<file path="src/rtl/sub_pkg.sv">
// sub_pkg -- shared definitions for the serial subtractor.
//   state_e    : FSM encoding (IDLE / SHIFT / DONE)
//   DEF_WIDTH  : default operand width
//   SEG_TABLE  : active-low 7-segment codes for 0..F, DP off (bit7 = DP, bits 6..0 = g..a)
//   seg_lookup : nibble -> segment code
package sub_pkg;

   localparam int DEF_WIDTH = 5;

   typedef enum logic [1:0] {
      ST_IDLE  = 2'd0,
      ST_SHIFT = 2'd1,
      ST_DONE  = 2'd2
   } state_e;

   // Packed so that SEG_TABLE[n] is the code for digit n; leftmost entry is F.
   localparam logic [15:0][7:0] SEG_TABLE = {
      8'h8E, 8'h86, 8'hA1, 8'hC6, 8'h83, 8'h88, 8'h90, 8'h80,
      8'hF8, 8'h82, 8'h92, 8'h99, 8'hB0, 8'hA4, 8'hF9, 8'hC0
   };

   function automatic logic [7:0] seg_lookup(input logic [3:0] nibble);
      return SEG_TABLE[nibble];
   endfunction

endpackage

</file>
<file path="src/rtl/hex_to_seg7.sv">
// hex_to_seg7 -- combinational hex digit to active-low 7-segment decoder.
//   nibble : 4-bit digit in
//   seg    : 8-bit active-low segments out, bit7 = DP (always off), bits 6..0 = g..a
module hex_to_seg7
   import sub_pkg::*;
(
   input  logic [3:0] nibble,
   output logic [7:0] seg
);

   assign seg = seg_lookup(nibble);

endmodule

</file>
<file path="src/rtl/serial_subtractor.sv">
// serial_subtractor -- bit-serial (a - b) mod 2^WIDTH, LSB first, one bit per clock.
//   clk, rst_n   : clock, asynchronous active-low reset
//   start        : request, sampled only in IDLE; a/b captured on acceptance
//   busy         : high in SHIFT and DONE
//   done         : one-cycle pulse, coincident with diff/borrow_out updating
//   diff         : registered difference, held until the next publish
//   borrow_out   : registered final borrow (a < b unsigned)
//   hex0, hex1   : active-low 7-seg decodes of diff[3:0] and {2'b00, borrow_out, diff[4]}
// An operation occupies IDLE(accept) -> SHIFT x WIDTH -> DONE -> IDLE.
module serial_subtractor
   import sub_pkg::*;
#(
   parameter int WIDTH = DEF_WIDTH
) (
   input  logic             clk,
   input  logic             rst_n,
   input  logic             start,
   input  logic [WIDTH-1:0] a,
   input  logic [WIDTH-1:0] b,
   output logic             busy,
   output logic             done,
   output logic [WIDTH-1:0] diff,
   output logic             borrow_out,
   output logic [7:0]       hex0,
   output logic [7:0]       hex1
);

   // Counter is $clog2(WIDTH) bits; floor at 1 bit so WIDTH=1 still elaborates.
   localparam int              CNT_W    = (WIDTH > 1) ? $clog2(WIDTH) : 1;
   localparam logic [CNT_W-1:0] CNT_LAST = CNT_W'(WIDTH - 1);

   state_e             state_q, state_d;
   logic [WIDTH-1:0]   a_sh_q, a_sh_d;
   logic [WIDTH-1:0]   b_sh_q, b_sh_d;
   logic [WIDTH-1:0]   res_q, res_d;
   logic               br_q, br_d;
   logic [CNT_W-1:0]   cnt_q, cnt_d;
   logic [WIDTH-1:0]   diff_q, diff_d;
   logic               borrow_q, borrow_d;
   logic               done_q, done_d;

   logic               a0, b0, d_bit;
   logic [WIDTH:0]     res_cat;

   // Full-subtractor on the current LSBs.
   assign a0      = a_sh_q[0];
   assign b0      = b_sh_q[0];
   assign d_bit   = a0 ^ b0 ^ br_q;
   // New bit enters at the MSB; after WIDTH shifts the first bit lands in bit 0.
   assign res_cat = {d_bit, res_q};

   always_comb begin
      state_d  = state_q;
      a_sh_d   = a_sh_q;
      b_sh_d   = b_sh_q;
      res_d    = res_q;
      br_d     = br_q;
      cnt_d    = cnt_q;
      diff_d   = diff_q;
      borrow_d = borrow_q;
      done_d   = 1'b0;
      case (state_q)
         ST_IDLE: begin
            if (start) begin
               a_sh_d  = a;
               b_sh_d  = b;
               res_d   = '0;
               br_d    = 1'b0;
               cnt_d   = '0;
               state_d = ST_SHIFT;
            end
         end
         ST_SHIFT: begin
            res_d  = res_cat[WIDTH:1];
            br_d   = (~a0 & b0) | (~(a0 ^ b0) & br_q);
            a_sh_d = a_sh_q >> 1;
            b_sh_d = b_sh_q >> 1;
            // Hold the counter on the last bit so it never wraps inside SHIFT.
            if (cnt_q == CNT_LAST) begin
               state_d = ST_DONE;
            end else begin
               cnt_d = cnt_q + 1'b1;
            end
         end
         ST_DONE: begin
            diff_d   = res_q;
            borrow_d = br_q;
            done_d   = 1'b1;
            state_d  = ST_IDLE;
         end
         default: state_d = ST_IDLE;
      endcase
   end

   always_ff @(posedge clk or negedge rst_n) begin
      if (!rst_n) begin
         state_q  <= ST_IDLE;
         a_sh_q   <= '0;
         b_sh_q   <= '0;
         res_q    <= '0;
         br_q     <= 1'b0;
         cnt_q    <= '0;
         diff_q   <= '0;
         borrow_q <= 1'b0;
         done_q   <= 1'b0;
      end else begin
         state_q  <= state_d;
         a_sh_q   <= a_sh_d;
         b_sh_q   <= b_sh_d;
         res_q    <= res_d;
         br_q     <= br_d;
         cnt_q    <= cnt_d;
         diff_q   <= diff_d;
         borrow_q <= borrow_d;
         done_q   <= done_d;
      end
   end

   assign busy       = (state_q == ST_SHIFT) || (state_q == ST_DONE);
   assign done       = done_q;
   assign diff       = diff_q;
   assign borrow_out = borrow_q;

   // Low five bits of diff, zero-extended when WIDTH < 5, for the displays.
   logic [4:0] diff_lo;
   logic [3:0] nib1;

   assign diff_lo = 5'(diff_q);
   assign nib1    = {2'b00, borrow_q, diff_lo[4]};

   hex_to_seg7 u_seg0 (
      .nibble (diff_lo[3:0]),
      .seg    (hex0)
   );

   hex_to_seg7 u_seg1 (
      .nibble (nib1),
      .seg    (hex1)
   );

endmodule
</file>
<file path="config.mk">
export PLATFORM = sky130hd
export DESIGN_NAME = serial_subtractor
export DESIGN_NICKNAME = d
export VERILOG_FILES = /design/src/rtl/sub_pkg.sv /design/src/rtl/hex_to_seg7.sv /design/src/rtl/serial_subtractor.sv
export SDC_FILE = /design/constraint.sdc
export NUM_CORES = 1
export LEC_CHECK = 0
export CAP_MARGIN = 20
export CORE_MARGIN = 5
export CORE_UTILIZATION = 50
export DETAILED_ROUTE_END_ITERATION = 7
export PLACE_DENSITY = 0.82
export SLEW_MARGIN = 20
export SYNTH_ARGS = -nofsm -noshare
export SYNTH_HDL_FRONTEND = slang
export SYNTH_SLANG_ARGS = --single-unit
</file>
<file path="constraint.sdc">
create_clock -name clk -period 2.3 [get_ports clk]
set_input_delay 0.575 -clock clk [delete_from_list [all_inputs] [get_ports clk]]
set_output_delay 0.575 -clock clk [all_outputs]
set_load 0.05 [all_outputs]
</file>
==> out/qor.csv <==
metric,value,unit
"Hold Vio Cnt, Final",0,
CP Cell Sequence,"inv_4, ha_4, inv_2, mux4_2, buf_8",
area grow syn2layout,33.1,%
Chip Height,68.4,um
initial core utilization,51.4,%
layout cells sized above 1,25.4,%
Post-DP Area,2110,um2
Num CTS Buffers,3,
vias per cell,5.13,
Die X,68.4,um
crit path from,diff[1]$_DFFE_PN0P_,
final cycle utilization of the critical path,102,%
CP Class,flop to output pin,
global-route wire length before repair,5800,um
Residual DRC,0,
dpl ws,198,ps
"CTS clk-pin slew, worst paths",140,ps
core area,3310,um2
share of the core filled with cells,68.4,%
Avg WL per Cell,13.5,um
synthesized area,1700,um2
number of synthesized register bits,28,
Setup WS post-layout,-43.4,ps
"commonest non-fill, non-tap cell in the layout",nand2_1,
Post-DRT Antenna Nets,0,
Synth Area per Inst,10.0,um2
status,"complete, but fails checks",
total clock sinks,28,
Ys Warns,0,
Worst Hold Class,flop to flop,
Setup TNS,-74.0,ps
number of global-route vias before repair,1313,
crit-path max FO,5,
DIE AREA,4670,um2
IO buf count,33,
RSZ-0062 raised after global routing,yes,
Max Transition Viols Final,0,
IO Count,37,
met2 WL,1800,um
final setup fails,2,
gpl congestion,0.768,
Layout Nets,238,
Hold Startpoint,b_sh_q[2]$_DFFE_PN0P_,
# fillers,263,
final wirelength,3450,um
cell taking the most area after synthesis,dfrtp_1,
initial antenna violation count,0,
largest net degree at the start of global routing,29,
CTS Hold Bufs,0,
CTS tree,yes,
DRT met1 WL,1420,um
top sig layer,met4,
CTS Buffer Depth,2,
Global Route Usage Sum,16.4,%
gr ovfl total,0,
worst slew pin tran,514,ps
WP data required,1730,ps
max-capacitance violation count,0,
Synth top area share,41.1,%
failing checks,negative setup slack,
CTS H-tree depth,1,
Startpoint Class,flop,
most frequent cells in the layout,"nand2_1 (26), dfrtp_1 (25), o21ai_1 (20), buf_4 (19), clkdlybuf4s50_1 (16)",
ranking of synthesized cells by area,"dfrtp_1 (41%), ha_1 (10%), mux2i_1 (8.8%)",
Max Fclk,427,MHz
Arrival @ worst endpoint,1770,ps
Tmin final,2340,ps
Worst slew margin,65.7,%
Synth cell types,34,
"Slowest-stage cell, CP",mux4_2,
Sequential Area,704,um2
DRT iter0 DRCs,50,
CP Capture Type,output pin,
Clock Skews,0.602,ps
met3 WL,158,um
FP Rows,21,
CP peak stage delay,460,ps
Root Buffer,clkbuf_4,
sequential-to-total area share from yosys stat,41.1,%
via count,1309,
worst path bufs/invs,3,
Clock Latency Late Sink,320,ps
Syn Inst Count,170,
Multi-input gate area,935,um2
Ant. Diodes,0,
DP HPWL,2590,um
Pre-antenna DRT Iters,4,
"delay-heaviest family, CP",multiplexers,
design area,2270,um2
RR Startpoint,state_q[1]$_DFFE_PN0P_,
-- metrics by stage --
stage               hold slack (ps)  std cells
CTS                             509        255
floorplan                       279        171
finish                          502        255
global route                    536        255
global placement                465        243
detailed placement              476        243
-- flip-flops by register name (all words and copies together) (netlist names) --
register    flops
a_sh_q          5
b_sh_q          5
borrow_out      1
br_q            1
cnt_q           3
diff            5
done            1
res_q           5
state_q         2
-- routing by layer --
| metal | GRT usage (%) | vias to the layer above |
|---|---|---|
| met3 | 2.13 | 6 |
| met1 | 19.0 | 621 |
| met5 | 0 | - |
| li1 | - | 640 |
| met2 | 30.1 | 42 |
| met4 | 6.45 | 0 |
-- worst reg2reg max path: stages (launching register included) --
cell,delay (ps)
dfrtp_1,410
inv_1,150
ha_1,450
mux2i_4,290
buf_4,280
nand2_1,100
o21ai_1,90
-- cell type report --
cell class,instances,share of cell area (%)
multi-input cells,120,41.2
repair buffers,47,21.8
flip-flops and latches,28,31.1
inverters,10,1.77
clock buffers,4,1.60
well taps,46,2.54
-- what timing repair did --
item                       CTS  global route
setup endpoints to repair    5             8
buffers inserted             8             0
resized for setup           15             4
pin swaps                    1             1
-- synthesized netlist by cell type --
library cell	number
o211a_1	1
o221ai_1	1
a22o_1	2
o211ai_2	1
o22a_1	1
mux4_2	1
mux2i_1	15
nor2b_2	1
mux2_2	2
buf_6	3
ha_1	14
nand3b_1	1
a21oi_1	3
conb_1	2
and3b_1	1
mux2i_4	1
dfrtp_1	28
nor2_1	9
a32o_1	2
or3b_1	1
clkbuf_1	2
mux2_1	2
nand3_1	1
a21boi_0	1
o21ai_1	22
buf_4	6
o21a_1	1
or2_1	1
fa_1	1
nor2b_1	3
nand2b_1	2
buf_2	2
nand2_1	26
inv_1	10
-- cell families after synthesis --
kind of cell    count (synthesis)  share of synthesized area, %
simple gates                   46                          12.2
buf+inv                        23                          7.86
flops                          28                          41.1
other cells                     2                         0.441
fa+ha+maj                      15                          11.5
compound gates                 35                          12.8
mux                            21                          14.1
-- final timing paths --
check | endpoint | slack, ps | cells past startpoint
max in group asynchronous | diff[1]$_DFFE_PN0P_ | 1410 | 2
setup / recovery | hex0[3] | -40 | 5
setup reg to reg | b_sh_q[3]$_DFFE_PN0P_ | 470 | 6
hold reg to reg | b_sh_q[2]$_DFFE_PN0P_ | 500 | 2
hold / removal | b_sh_q[2]$_DFFE_PN0P_ | 500 | 2
min in group asynchronous | cnt_q[0]$_DFFE_PN0P_ | 600 | 2
Power is left out: the tool's default activity adds up to more than one toggle a clock period on the data nets, which glitch-free logic cannot reach.
